`config.mk`:
```
export PLATFORM = sky130hd
export DESIGN_NAME = priority_encoder
export DESIGN_NICKNAME = d
export VERILOG_FILES = /design/src/rtl/priority_encoder.sv
export SDC_FILE = /design/constraint.sdc
export NUM_CORES = 1
export LEC_CHECK = 0
export BUFFER_PORTS_ARGS = -buffer_cell sky130_fd_sc_hd__buf_2
export CORE_AREA = 3 3 40 42
export CTS_CLUSTER_SIZE = 40
export DETAILED_ROUTE_END_ITERATION = 16
export DIE_AREA = 0 0 43 45
export GPL_ROUTABILITY_DRIVEN = 1
export MAX_ROUTING_LAYER = met4
export PLACE_DENSITY_LB_ADDON = 0.12
export SLEW_MARGIN = 15
export SYNTH_ARGS = -nofsm -noshare
export SYNTH_HDL_FRONTEND = slang
export SYNTH_SLANG_ARGS = --single-unit
export TNS_END_PERCENT = 50
```
`constraint.sdc`:
```
create_clock -name clk -period 0.8 [get_ports clk]
set_clock_uncertainty 0.05 [all_clocks]
set_input_delay 0.04 -clock clk [delete_from_list [all_inputs] [get_ports clk]]
set_output_delay 0.04 -clock clk [all_outputs]
set_load 0.03 [all_outputs]
```
`src/rtl/priority_encoder.sv`:
```
// Registered 4-to-2 priority encoder; D[0] wins, code is 3 - winning index.
// Y and valid come straight from flops, one clock after D is sampled.
module priority_encoder (
    input  logic       clk,
    input  logic       rst,
    input  logic [3:0] D,
    output logic [1:0] Y,
    output logic       valid
);

    logic [1:0] y_d;
    logic [1:0] y_q;
    logic       valid_d;
    logic       valid_q;

    // Pick the lowest set bit of D; an empty vector encodes as 0.
    always_comb begin
        y_d     = 2'd0;
        valid_d = |D;
        priority case (1'b1)
            D[0]:    y_d = 2'd3;
            D[1]:    y_d = 2'd2;
            D[2]:    y_d = 2'd1;
            D[3]:    y_d = 2'd0;
            default: y_d = 2'd0;
        endcase
    end

    // Capture the encoding each edge; reset overrides any request.
    always_ff @(posedge clk) begin
        if (rst) begin
            y_q     <= 2'd0;
            valid_q <= 1'b0;
        end else begin
            y_q     <= y_d;
            valid_q <= valid_d;
        end
    end

    assign Y     = y_q;
    assign valid = valid_q;

endmodule

```
* After elaboration in Yosys (flattened, before gate mapping) *
Cells that the tools add are included.
W data, S select, Z words.

storage, ports and cells
  register bits = 3
  input port bits = 6
  output and inout port bits = 3
  word-level logic and storage cells = 6

cells by class
  mux-type cells = 3
  reduce and logical (&&, ||, !) cells = 1

operator list
  kind              count
  $mux W2           2
  $reduce_or A4 Y1  1
  $mux W1           1

* Depth between registers and ports, before layout *
Gate-level depths: netlist of run 1.

  depth in word-level cells = 3
  mapped depth = 2
  gate-level depth less buffers = 2

* Worst setup path after synthesis of run 1 *
Ideal clock, no wire load.

  path kind = reg-to-output
  start = reg y_q[0] (netlist: Y[0])
  end = out Y[0]
  arrival time = 0.459 ns
  required time = 0.710 ns
  setup slack = 0.251 ns
  stages on the path, launching flop included = 1
  path buffers = 0
  path through = dfxtp_1

RTL lines
  item                      RTL line  RTL
  start: declaration        12        logic [1:0] y_q;
  start signal: assignment  35        y_q <= y_d;
  end: declaration          7         output logic [1:0] Y,

No word-level cell between the ends.

* Worst setup path in the final report of run 1 *
  start = reg valid_q (netlist: valid)
  end = out valid

RTL lines
  item                      RTL line  RTL
  start: declaration        14        logic valid_q;
  start signal: assignment  36        valid_q <= valid_d;
  end: declaration          8         output logic valid

No word-level cell between the ends.

==> results of run 1 <==
[worst paths after layout]
check	slack (ns)	start	to	cells after the start
setup / recovery	0.03	valid	valid	1
hold / removal	0.02	D[0]	Y[0]	3
[per-stage QoR]
step / util / hold slack (ns) / worst slack, ns / std cells / area, um2
6_report: 0.1538 / 0.01789 / 0.03447 / 38 / 197.7
5_1_grt: 0.1538 / 0.01989 / 0.01109 / 38 / 197.7
4_1_cts: 0.1538 / 0.006391 / 0.02019 / 38 / 197.7
3_5_place_dp: 0.1198 / 0.1888 / 0.2424 / 33 / 153.9
3_3_place_gp: 0.1198 / 0.1893 / 0.2457 / 33 / 153.9
2_1_floorplan: - / 0.05244 / 0.2507 / 10 / 95.09
[metal layers]
metal | up-vias | GRT usage | share of wire
li1 | 56 | - | -
met1 | 36 | 0.03365 | 0.42
met2 | 9 | 0.02695 | 0.37
met3 | 0 | 0.02789 | 0.21
met4 | 0 | 0.05422 | 0
met5 | - | - | 0
[power breakdown]
part           switching [mW]  internal, mW
logic                  0.0372        0.0298
registers             0.00218         0.160
clock network          0.0736         0.187
[cell usage in the layout, fill, tap and decap left out]
cell	count
a21oi_1	1
clkbuf_4	3
a21oi_2	1
clkbuf_1	1
dfxtp_1	3
dlygate4sd3_1	1
inv_1	1
buf_2	5
nand2b_1	1
nor2_1	3
buf_4	3
[cell type report]
cell class                      count  area [um2]
Clock buffer                        4       26.28
Fill cell                         151        1087
Inverter                            1       3.754
Multi-Input combinational cell      6       31.28
Sequential cell                     3       60.06
Tap cell                           15       18.77
Timing Repair Buffer                9       57.56
[logic make-up after synthesis]
kind of cell / count (synthesis)
simple gates: 4
flops: 3
compound gates: 2
buf+inv: 1
[what timing repair did]
action | CTS | global route
hold buffers | 1 | 0
resized for setup | 3 | 0
hold endpoints to repair | 3 | 0
endpoints found under the setup margin | 3 | 0
setup buffers | 0 | 0
[state kept, by name, summed over array words and instances, names as in the netlist]
name,cells
Y,2
valid,1
==> run_results.csv, run 1 <==
group,metric,value,unit
global_routing,grtUsageTotal,0.03342,
clock_network,clock_tree.root_cell,"clkbuf_4",
synthesis,ys_seq_area_frac,0.6316,
timing,slew_headroom,0.9138,
synthesis,synth-simple-area-share,0.1842,
clock_network,clockBufferDepth,2,
timing,setup-tns-final,0,ns
setup_path,required,0.71,ns
synthesis,synthAdderAreaFrac,0,
synthesis,synth_warnings,0,
timing,period_needed,0.7655,ns
synthesis,synth.area.top_cells,"dfxtp_1 (63%), nor2_1 (12%), a21oi_2 (9.2%)",
timing,final-setup-viol-count,0,
synthesis,post-synth-top-area-fraction,0.6316,
finish,syn_to_final_growth,107.9,%
clock_network,cts.clk_slew.worst_paths,0.04,ns
finish,final_nets,30,
floorplanning,fp-row-count,13,
placement,gp_congestion,0.5540,
floorplanning,fp.dieW,43,um
synthesis,syn_area,95.09,um2
floorplanning,die_h,45,um
finish,num_antenna_cells,0,
synthesis,synth.lib_cells_used.distinct,6,
finish,drive_above_1_share,0.5217,
setup_path,cp_cell_sequence,"buf_4",
synthesis,synth_edf_count,0,
drt,vias,101,
clock_network,cts_buffers,3,
drt,wirelength,261,um
floorplanning,initial_core_util,0.07400,
setup_path,critPathCaptureType,"output pin",
timing,post-route-period-util,0.9569,
pwr,leakagePower,0.09569,nW
floorplanning,core-area,1285,um2
setup_path,cp_max_fo,1,
synthesis,yosysTopAreaCell,"dfxtp_1",
synthesis,ys_async_sr_fraction,0,
drt,via_per_inst,2.658,
setup_path,cp_slowest_stage_delay,0.30,ns
drt,wl_per_cell,6.868,um
clock_network,tritoncts,"yes",
timing,rsz0062_at_grt,"false",
clock_network,htree_levels,1,
synthesis,synth_mux_area_frac,0,
global_routing,grt_pass1_wl,365,um
synthesis,synth-compound-area-share,0.1447,
synthesis,syn-mean-instance-area,9.509,um2
floorplanning,die_area,1935,um2
flow_run,drv_cap,0,
timing,worstMarginPinSlew,0.1288,ns
drt,dr.pass1.iters,3,
global_routing,grt_overflow,0,
synthesis,synth_xor_area_frac,0,
synthesis,synth_cells,10,
setup_path,crit_buf_inv,1,
hold_path,min_path_type,"in2reg",
floorplanning,ios,9,
synthesis,synth_top_family_by_area,"simple AND/OR/NAND/NOR gates",
pwr,vdd_drop_max,337.8,uV
drt,ant_nets,0,
synthesis,ys.flop_type,"dfxtp_1",
pwr,p_total,489.8,uW
setup_path,critPathTopFamily,"flip-flops",
setup_path,crit_arrival,0.68,ns
global_routing,grt_start_max_net_pins,4,
synthesis,syn_nets,16,
setup_path,worstSetupPathType,"reg2out",
status,outcome,"finished, final reports clean",
pwr,power.density,2478,nW/um2
synthesis,yosys-top-cells-count,"dfxtp_1 (3), nor2_1 (3)",
timing,fmax,1306,MHz
drt,drc_errors,0,
synthesis,ys_ff_latch,3,
global_routing,antenna_found_initial,0,
drt,first_iter_violations,2,
setup_path,crit_slowest_cell,"dfxtp_1",
clock_network,cts_sinks,3,
placement,port_buffers,8,
timing,maxSlewViolCount,0,
setup_path,startpoint_type,"flip-flop",
timing,hold_viol,0,
global_routing,grt_pass1_vias,96,
No activity file was read; power rests on OpenSTA's default activity.
==> inputs of run 2 (changes only) <==
--- a/config.mk
+++ b/config.mk
@@ -13,6 +13,7 @@
 export GPL_ROUTABILITY_DRIVEN = 1
 export MAX_ROUTING_LAYER = met4
 export PLACE_DENSITY_LB_ADDON = 0.12
+export SETUP_SLACK_MARGIN = 0.05
 export SLEW_MARGIN = 15
 export SYNTH_ARGS = -nofsm -noshare
 export SYNTH_HDL_FRONTEND = slang
==> run 2 against run 1 <==
First-iteration DRC count decreased by 50%. Cell area grew 15%. Setup slack better by 0.014 ns. Global-route usage grew 0.17 points. Maximum frequency up 1.9%. Largest power group unchanged.
==> run_results.csv, run 2 (synthesis results as in run 1) <==
group,metric,value,unit
global_routing,antenna_found_initial,0,
pwr,vdd_drop_max,310.7,uV
setup_path,cp_max_fo,1,
setup_path,cp_slowest_stage_delay,0.31,ns
flow_run,drv_cap,0,
finish,post-route-util,0.1762,
drt,wirelength,255,um
placement,gp_congestion,0.5540,
setup_path,worstSetupPathType,"reg2out",
drt,first_iter_violations,1,
global_routing,grtUsageTotal,0.03513,
clock_network,htree_levels,1,
floorplanning,die_h,45,um
drt,wl_per_cell,6.538,um
floorplanning,initial_core_util,0.07400,
timing,hold_viol,0,
clock_network,cts_sinks,3,
drt,drc_errors,0,
finish,register_area,63.81,um2
setup_path,cp_cell_sequence,"buf_6",
floorplanning,ios,9,
finish,fillers,145,
setup_path,startpoint_type,"flip-flop",
finish,largest_reg_flops,2,
global_routing,grt_overflow,0,
status,outcome,"finished, final reports clean",
floorplanning,die_area,1935,um2
finish,num_antenna_cells,0,
setup_path,required,0.71,ns
clock_network,cts_buffers,3,
timing,post-route-period-util,0.9392,
drt,via_per_inst,2.718,
placement,port_buffers,8,
setup_path,crit_arrival,0.66,ns
floorplanning,fp-row-count,13,
floorplanning,fp.dieW,43,um
timing,fmax,1331,MHz
pwr,leakagePower,0.1037,nW
timing,slew_headroom,0.8890,
global_routing,grt_pass1_vias,108,
pwr,power.density,2229,nW/um2
timing,worstMarginPinSlew,0.1659,ns
finish,syn_to_final_growth,138.2,%
timing,rsz0062_at_grt,"true",
hold_path,min_path_type,"in2reg",
timing,setup-tns-final,0,ns
setup_path,crit_buf_inv,1,
setup_path,critPathTopFamily,"flip-flops",
clock_network,post-cts-setup-buffers,0,
clock_network,clock_tree.root_cell,"clkbuf_4",
timing,maxSlewViolCount,0,
setup_path,crit_cells,1,
drt,vias,106,
clock_network,cts.clk_slew.worst_paths,0.04,ns
finish,multi_input_area,35.03,um2
timing,period_needed,0.7514,ns
global_routing,grt_start_max_net_pins,4,
clock_network,tritoncts,"yes",
drt,dr.pass1.iters,2,
clock_network,clockBufferDepth,2,
finish,final_nets,31,
hold_path,worst_hold_path.num_cells,3,
setup_path,critPathCaptureType,"output pin",
finish,drive_above_1_share,0.6667,
finish,final_cell_mix,"buf_2 (5), dfxtp_2 (3), nor2_1 (3), clkbuf_4 (3), buf_6 (3)",
timing,final-setup-viol-count,0,
finish,layout_commonest_cell,"buf_2",
floorplanning,core-area,1285,um2
global_routing,grt_pass1_wl,393,um
setup_path,crit_slowest_cell,"dfxtp_2",
drt,ant_nets,0,
run 2: cell count changes in the layout (fill, tap and decap cells not counted):
cell           delta
dfxtp_1           -3
dfxtp_2           +3
a21oi_2           +1
buf_4             -3
a21oi_1           -1
buf_6             +3
dlygate4sd3_1     +1
run 2: layout make-up:
| type | count | share of cell area |
|---|---|---|
| flip-flops and latches | 3 | 0.2818 |
| multi-input cells | 6 | 0.1547 |
| repair buffers | 10 | 0.3481 |
| clock buffers | 4 | 0.1160 |
| inverters | 1 | 0.01657 |
| well taps | 15 | 0.08287 |
run 2: per-layer routing:
layer  vias up  global-route usage  routed length (um)
met4         0             0.05422                   0
met5         -                   -                   0
met3         0             0.02390                  48
li1         58                   -                   -
met2         9             0.03293                  97
met1        39             0.03606                 108
run 2: stage by stage:
step / total power [mW] / area (um2) / hold slack (ns) / worst slack, ns / cells
after CTS: 0.5226 / 222.7 / 0.01992 / 0.03616 / 39
after detailed placement: 0.2229 / 153.9 / 0.1888 / 0.2424 / 33
after global routing: 0.5301 / 226.5 / 0.03305 / 0.02640 / 39
after floorplan: 0.1965 / 95.09 / 0.05244 / 0.2507 / 10
after global placement: 0.2223 / 153.9 / 0.1893 / 0.2457 / 33
final: 0.5048 / 226.5 / 0.01733 / 0.04862 / 39
run 2: worst paths after layout:
kind  start    end  slack (ns)
max   valid  valid        0.05
min    D[1]   Y[1]        0.02
run 2: report_power, final:
part	internal, mW	leakage (nW)	switching, mW
Clock	0.187	0.0150	0.0736
Combinational	0.0397	0.0631	0.0385
Sequential	0.162	0.0256	0.00399
Total	0.389	0.104	0.116
run 2: what timing repair did:
action,4_1_cts,5_1_grt
endpoints found under the setup margin,3,5
hold buffers,2,0
pin swaps,0,0
gates cloned,0,0
endpoints found under the hold margin,3,0
gates resized for setup,9,1
